[src/rtl/adder_pkg.sv]
// Shared types and elaboration helpers for the multi-cycle adder.
package adder_pkg;

    // Control states of the slice sequencer.
    typedef enum logic [1:0] {
        IDLE = 2'd0,
        BUSY = 2'd1,
        DONE = 2'd2
    } state_e;

    // True when WIDTH splits into a whole number of non-empty slices.
    function automatic bit widths_ok(input int width, input int slice);
        return (slice > 0) && (width > 0) && ((width % slice) == 0);
    endfunction

    // Width of the slice index: $clog2(n), but never less than one bit.
    function automatic int count_width(input int n);
        return (n <= 1) ? 1 : $clog2(n);
    endfunction

endpackage

[src/rtl/rca_slice.sv]
// SLICE-bit combinational ripple-carry adder. It also exposes the carry
// into its top bit, so the caller can derive signed overflow.
module rca_slice #(
    parameter int SLICE = 4
) (
    input  logic [SLICE-1:0] a,
    input  logic [SLICE-1:0] b,
    input  logic             ci,
    output logic [SLICE-1:0] sum,
    output logic             co,
    output logic             c_msb
);

    logic rc;

    // Ripple the carry from the LSB to the MSB of the slice.
    always_comb begin
        // NOTE: give every combinational output a default first; a path that leaves one unassigned would infer a latch.
        sum   = '0;
        c_msb = 1'b0;
        // NOTE: blocking assignments here, because each bit reads the carry produced by the bit before it in the same pass.
        rc    = ci;
        for (int i = 0; i < SLICE; i++) begin
            if (i == SLICE - 1) begin
                c_msb = rc;
            end
            sum[i] = a[i] ^ b[i] ^ rc;
            rc     = (a[i] & b[i]) | (rc & (a[i] ^ b[i]));
        end
        co = rc;
    end

endmodule

[src/rtl/multicycle_adder.sv]
// Multi-cycle add/subtract unit. Operands are accepted in IDLE. One
// SLICE-bit slice is added per clock from LSB to MSB through a single
// rca_slice, and the result is held in DONE until downstream takes it.
module multicycle_adder
    import adder_pkg::*;
#(
    parameter int WIDTH = 16,
    parameter int SLICE = 4
) (
    input  logic             clk,
    input  logic             rst,
    input  logic             in_valid,
    output logic             in_ready,
    input  logic [WIDTH-1:0] x,
    input  logic [WIDTH-1:0] y,
    input  logic             c_in,
    input  logic             sub,
    output logic             out_valid,
    input  logic             out_ready,
    output logic [WIDTH-1:0] s,
    output logic             c_out,
    output logic             ovf
);

    localparam int            NSLICE = WIDTH / SLICE;
    localparam int            KW     = count_width(NSLICE);
    localparam logic [KW-1:0] K_LAST = KW'(NSLICE - 1);

    // Stop elaboration when WIDTH is not a whole number of slices.
    if (!widths_ok(WIDTH, SLICE)) begin : g_bad_width
        $error("multicycle_adder: WIDTH must be a positive multiple of SLICE");
    end

    state_e           state_q, state_d;
    logic [KW-1:0]    k_q, k_d;
    logic [WIDTH-1:0] x_q, y_q;
    logic [WIDTH-1:0] s_q, s_d;
    logic             carry_q, carry_d;
    logic             c_out_q, c_out_d;
    logic             ovf_q, ovf_d;
    logic             accept;

    int               base;
    logic [SLICE-1:0] a_sl, b_sl, sum_sl;
    logic             co_sl, cmsb_sl;

    // The slice currently being added is selected by the slice index.
    assign base = int'(k_q) * SLICE;
    assign a_sl = x_q[base +: SLICE];
    assign b_sl = y_q[base +: SLICE];

    rca_slice #(
        .SLICE (SLICE)
    ) u_rca_slice (
        .a     (a_sl),
        .b     (b_sl),
        .ci    (carry_q),
        .sum   (sum_sl),
        .co    (co_sl),
        .c_msb (cmsb_sl)
    );

    assign accept = (state_q == IDLE) && in_valid;

    // Control state, slice index, carry chain and result registers.
    always_ff @(posedge clk or posedge rst) begin
        if (rst) begin
            state_q <= IDLE;
            k_q     <= '0;
            carry_q <= 1'b0;
            s_q     <= '0;
            c_out_q <= 1'b0;
            ovf_q   <= 1'b0;
        end else begin
            // NOTE: non-blocking assignments for registers, so every flop samples values from before this edge.
            state_q <= state_d;
            k_q     <= k_d;
            carry_q <= carry_d;
            s_q     <= s_d;
            c_out_q <= c_out_d;
            ovf_q   <= ovf_d;
        end
    end

    // Operand capture. Subtraction is folded in here by storing ~y.
    always_ff @(posedge clk) begin
        // NOTE: the operand registers have no reset; they are only read in BUSY, after an accept has loaded them.
        if (accept) begin
            x_q <= x;
            y_q <= sub ? ~y : y;
        end
    end

    // Next-state logic: accept, add one slice per cycle, hold the result.
    always_comb begin
        state_d = state_q;
        k_d     = k_q;
        carry_d = carry_q;
        s_d     = s_q;
        c_out_d = c_out_q;
        ovf_d   = ovf_q;

        unique case (state_q)
            IDLE: begin
                if (accept) begin
                    carry_d = c_in ^ sub;
                    k_d     = '0;
                    state_d = BUSY;
                end
            end
            BUSY: begin
                s_d[base +: SLICE] = sum_sl;
                carry_d            = co_sl;
                if (k_q == K_LAST) begin
                    c_out_d = co_sl;
                    ovf_d   = cmsb_sl ^ co_sl;
                    state_d = DONE;
                end else begin
                    k_d = k_q + 1'b1;
                end
            end
            DONE: begin
                if (out_ready) begin
                    state_d = IDLE;
                end
            end
            default: begin
                state_d = IDLE;
            end
        endcase
    end

    assign in_ready  = (state_q == IDLE);
    assign out_valid = (state_q == DONE);
    assign s         = s_q;
    assign c_out     = c_out_q;
    assign ovf       = ovf_q;

endmodule

[config.mk]
export PLATFORM = sky130hd
export DESIGN_NAME = multicycle_adder
export DESIGN_NICKNAME = d
export VERILOG_FILES = /design/src/rtl/adder_pkg.sv /design/src/rtl/rca_slice.sv /design/src/rtl/multicycle_adder.sv
export SDC_FILE = /design/constraint.sdc
export NUM_CORES = 1
export LEC_CHECK = 0
export ABC_AREA = 0
export CAP_MARGIN = 10
export CELL_PAD_IN_SITES_DETAIL_PLACEMENT = 1
export CELL_PAD_IN_SITES_GLOBAL_PLACEMENT = 1
export CORE_ASPECT_RATIO = 1.75
export CORE_UTILIZATION = 44
export DETAILED_ROUTE_END_ITERATION = 10
export HOLD_SLACK_MARGIN = 0.15
export PLACE_DENSITY = 0.81
export SLEW_MARGIN = 20
export SYNTH_ARGS = -nofsm -noshare
export SYNTH_HDL_FRONTEND = slang
export SYNTH_HIERARCHICAL = 1
export SYNTH_SLANG_ARGS = --single-unit
[constraint.sdc]
create_clock -name clk -period 6.21 [get_ports clk]
set_clock_uncertainty 0.2 [all_clocks]
set_input_delay 0.9315 -clock clk [delete_from_list [all_inputs] [get_ports clk]]
set_output_delay 0.9315 -clock clk [all_outputs]
set_load 0.05 [all_outputs]
==> flow_metrics.py <==
metrics = {
    "run_status": {
        "status": "complete, no violations",
    },
    "worst_setup_path": {
        "worstPathArrival_ns": 3.71,
        "worst_setup_path_start_kind": "flip-flop",
        "endpoint_kind": "flip-flop",
        "path_delay_family": "adder cells",
        "path_class": "reg -> reg",
        "path_cells": "mux4_2 > fa_1 > inv_1 > fa_1 > fa_1 > inv_1 > fa_1 > nand3b_1 > o31ai_1",
        "critPathLaunch": "k_q[0]",
        "r2r-start": "k_q[0]",
        "cp.required_ns": 6.22,
        "slowest_delay_ns": 0.91,
        "crit_top_cell": "fa_1",
        "critPathBufInv": 2,
        "cp_max_fo": 19,
        "worst_path_max_delay_cell": "dfrtp_1",
    },
    "floorplan": {
        "die-width_um": 59.5,
        "pin_count": 58,
        "core_area_sq_mm": 0.00559,
        "die_h_um": 103,
        "start_util": 0.456,
        "design.die.area_sq_mm": 0.00610,
        "rows": 36,
    },
    "clock_network": {
        "cts.clk_slew.worst_paths_ns": 0.09,
        "cts_root_buffer": "clkbuf_8",
        "clk_latency_ns": 0.30,
        "post-cts-setup-buffers": 0,
        "cts_buffer_depth": 2,
        "cts_tree": "yes",
        "cts-buffers-inserted": 5,
        "cts.sinks": 55,
        "ctsResizeCount": 0,
        "holdBufCountCts": 0,
        "htree_levels": 2,
    },
    "pwr": {
        "vdd_drop_max_uv": 191,
        "p_leak_nw": 1.26,
        "p_total_mw": 1.61,
        "p_per_area_mw_per_mm2": 494,
    },
    "cells_and_area": {
        "final_util": 0.584,
        "nets": 278,
        "area_delta_synth_final_pct": 28.2,
        "antennaDiodeCount": 0,
        "drive_gt1_frac": 0.0991,
    },
    "logic_synthesis": {
        "netlist.area_leader.share": 0.378,
        "syn-cell-area_sq_mm": 0.00254,
        "synthCells": 174,
        "synth-seq-cells": 55,
        "postSynthAreaPerCell_sq_um": 14.6,
        "synth_top_area_cell": "edfxtp_1",
        "ys_warn_count": 6,
        "synth.distinct_cells": 33,
        "yosys-top-cells-area": "edfxtp_1 38%, dfrtp_1 23%, mux4_2 7.1%",
        "yosysSeqAreaShare": 0.604,
        "synth_nets": 221,
    },
    "place": {
        "numPortBuffers": 57,
        "place_congestion": 0.791,
        "dpl_worst_slack_ns": 2.47,
        "dp_hpwl_um": 3880,
    },
    "job": {
        "max-cap-violations": 0,
    },
    "routing": {
        "wl_per_cell_um": 15.7,
        "vias": 1541,
        "route.met3.wl_um": 132,
        "ant_nets": 0,
        "wl_met2_um": 2920,
        "drtPass1Iterations": 4,
        "drc": 0,
        "drt_iter0_markers": 48,
        "wirelength_um": 4830,
        "wl_met1_um": 1660,
        "vias_per_cell": 5.00,
        "routed.top_layer": "met4",
    },
    "timing": {
        "setup_viol": 0,
        "slew_viol_final": 0,
        "min_period_ns": 3.71,
        "timing.final.crit_share": 0.597,
        "worstMarginPinSlew_ns": 0.859,
        "maxSlewHeadroom": 0.427,
        "grt_setup_unrepaired": "false",
        "fmax_ghz": 0.270,
        "fin_setup_tns_ns": 0,
        "hold_viol": 0,
        "worst_slack_ns": 2.50,
    },
    "hold_path": {
        "hp-start": "s[4]",
        "hold_path_class": "reg -> reg",
    },
    "global_routing": {
        "grt_pass1_vias": 1618,
        "antenna_found_initial": 0,
        "grt_use_total": 0.181,
        "grt_max_degree": 34,
        "grt-ovfl-total": 0,
        "grt_pass1_wl_um": 7900,
    },
}
[layout make-up]
type / instances / area (sq um)
clock buffers: 7 / 86.3
clock inverters: 1 / 3.75
fillers: 570 / 2320
inverters: 13 / 48.8
multi-input cells: 98 / 915
flip-flops and latches: 55 / 1540
well taps: 76 / 95.1
repair buffers: 58 / 578
[through the flow]
step	instances	hold slack, ns	area [sq um]
finish	308	0.289	3260
global route	308	0.327	3260
CTS	308	0.299	3260
detailed placement	300	0.278	3170
global placement	300	0.267	3170
floorplan	174	0.292	2540
[cells in the mapped netlist]
master and number:
ha_1 5, inv_1 13, edfxtp_1 32, nor4b_2 1, nor2b_1 2, dfrtp_1 23, clkbuf_1 1, nor4_4 1
nand2b_1 1, mux2_2 1, a22oi_1 1, nor3_1 1, buf_2 4, a22o_1 9, nor2_1 5, o21ai_0 5
o21ai_1 7, fa_1 4, a21oi_1 2, buf_6 1, a222oi_1 1, nor4b_4 1, nand3b_2 1, o31ai_1 1
and4bb_4 1, nand3b_1 3, nand2_1 17, mux4_2 8, xor2_1 17, nor3b_1 1, buf_4 2, nand3b_4 1
xnor2_1 1
[sequential cells by signal (all words and copies together), names as in the netlist]
register  flops
s            16
x_q          16
y_q          16
k_q           2
state_q       2
c_out         1
carry_q       1
ovf           1
[power breakdown]
part / internal (mW) / switching (mW)
Sequential: 0.501 / 0.0970
Clock: 0.0895 / 0.107
Combinational: 0.322 / 0.496
Total: 0.912 / 0.700
[worst register-to-register path: cells and delay by family, from the launching register on]
family | cells | cell delay [ns]
compound gates | 1 | 0.28
fa+ha+maj | 4 | 1.31
buf+inv | 2 | 0.15
flops | 1 | 0.91
mux | 1 | 0.63
simple gates | 1 | 0.11
[cells by family (layout without fill, tap and decap cells)]
logic type,Yosys count,in the layout,synth area share
AO/OA/AOI/OAI,26,26,0.0683
XOR/XNOR,18,18,0.0619
adder cells (fa/ha/maj),9,9,0.0560
buffers and inverters,21,79,0.0388
flip-flops,55,55,0.604
multiplexers,9,9,0.0752
AND/OR/NAND/NOR,36,36,0.0959
[cell usage in the layout (no fill, tap or decap), drive strengths merged, types with 7 or more instances in the layout]
master and instances:
a22o 9, o21ai 12, clkbuf 7, nand2 17, dfrtp 23, inv 13
mux4 8, clkdlybuf4s50 57, xor2 17, edfxtp 32
[routing by layer]
layer	global-route usage	vias to the layer above
li1	-	730
met1	0.186	757
met2	0.338	45
met3	0.0364	9
met4	0.0859	0
met5	0	-
[worst paths after layout]
path	slack, ns	to	cells after the start
hold / removal	0.29	s[4]	2
setup / recovery	2.50	s[15]	9
min in group asynchronous	0.90	s[12]	2
max in group asynchronous	4.39	s[1]	2
setup reg to reg	2.50	s[15]	9
hold reg to reg	0.29	s[4]	2
Power figures use the tool's default switching activity.
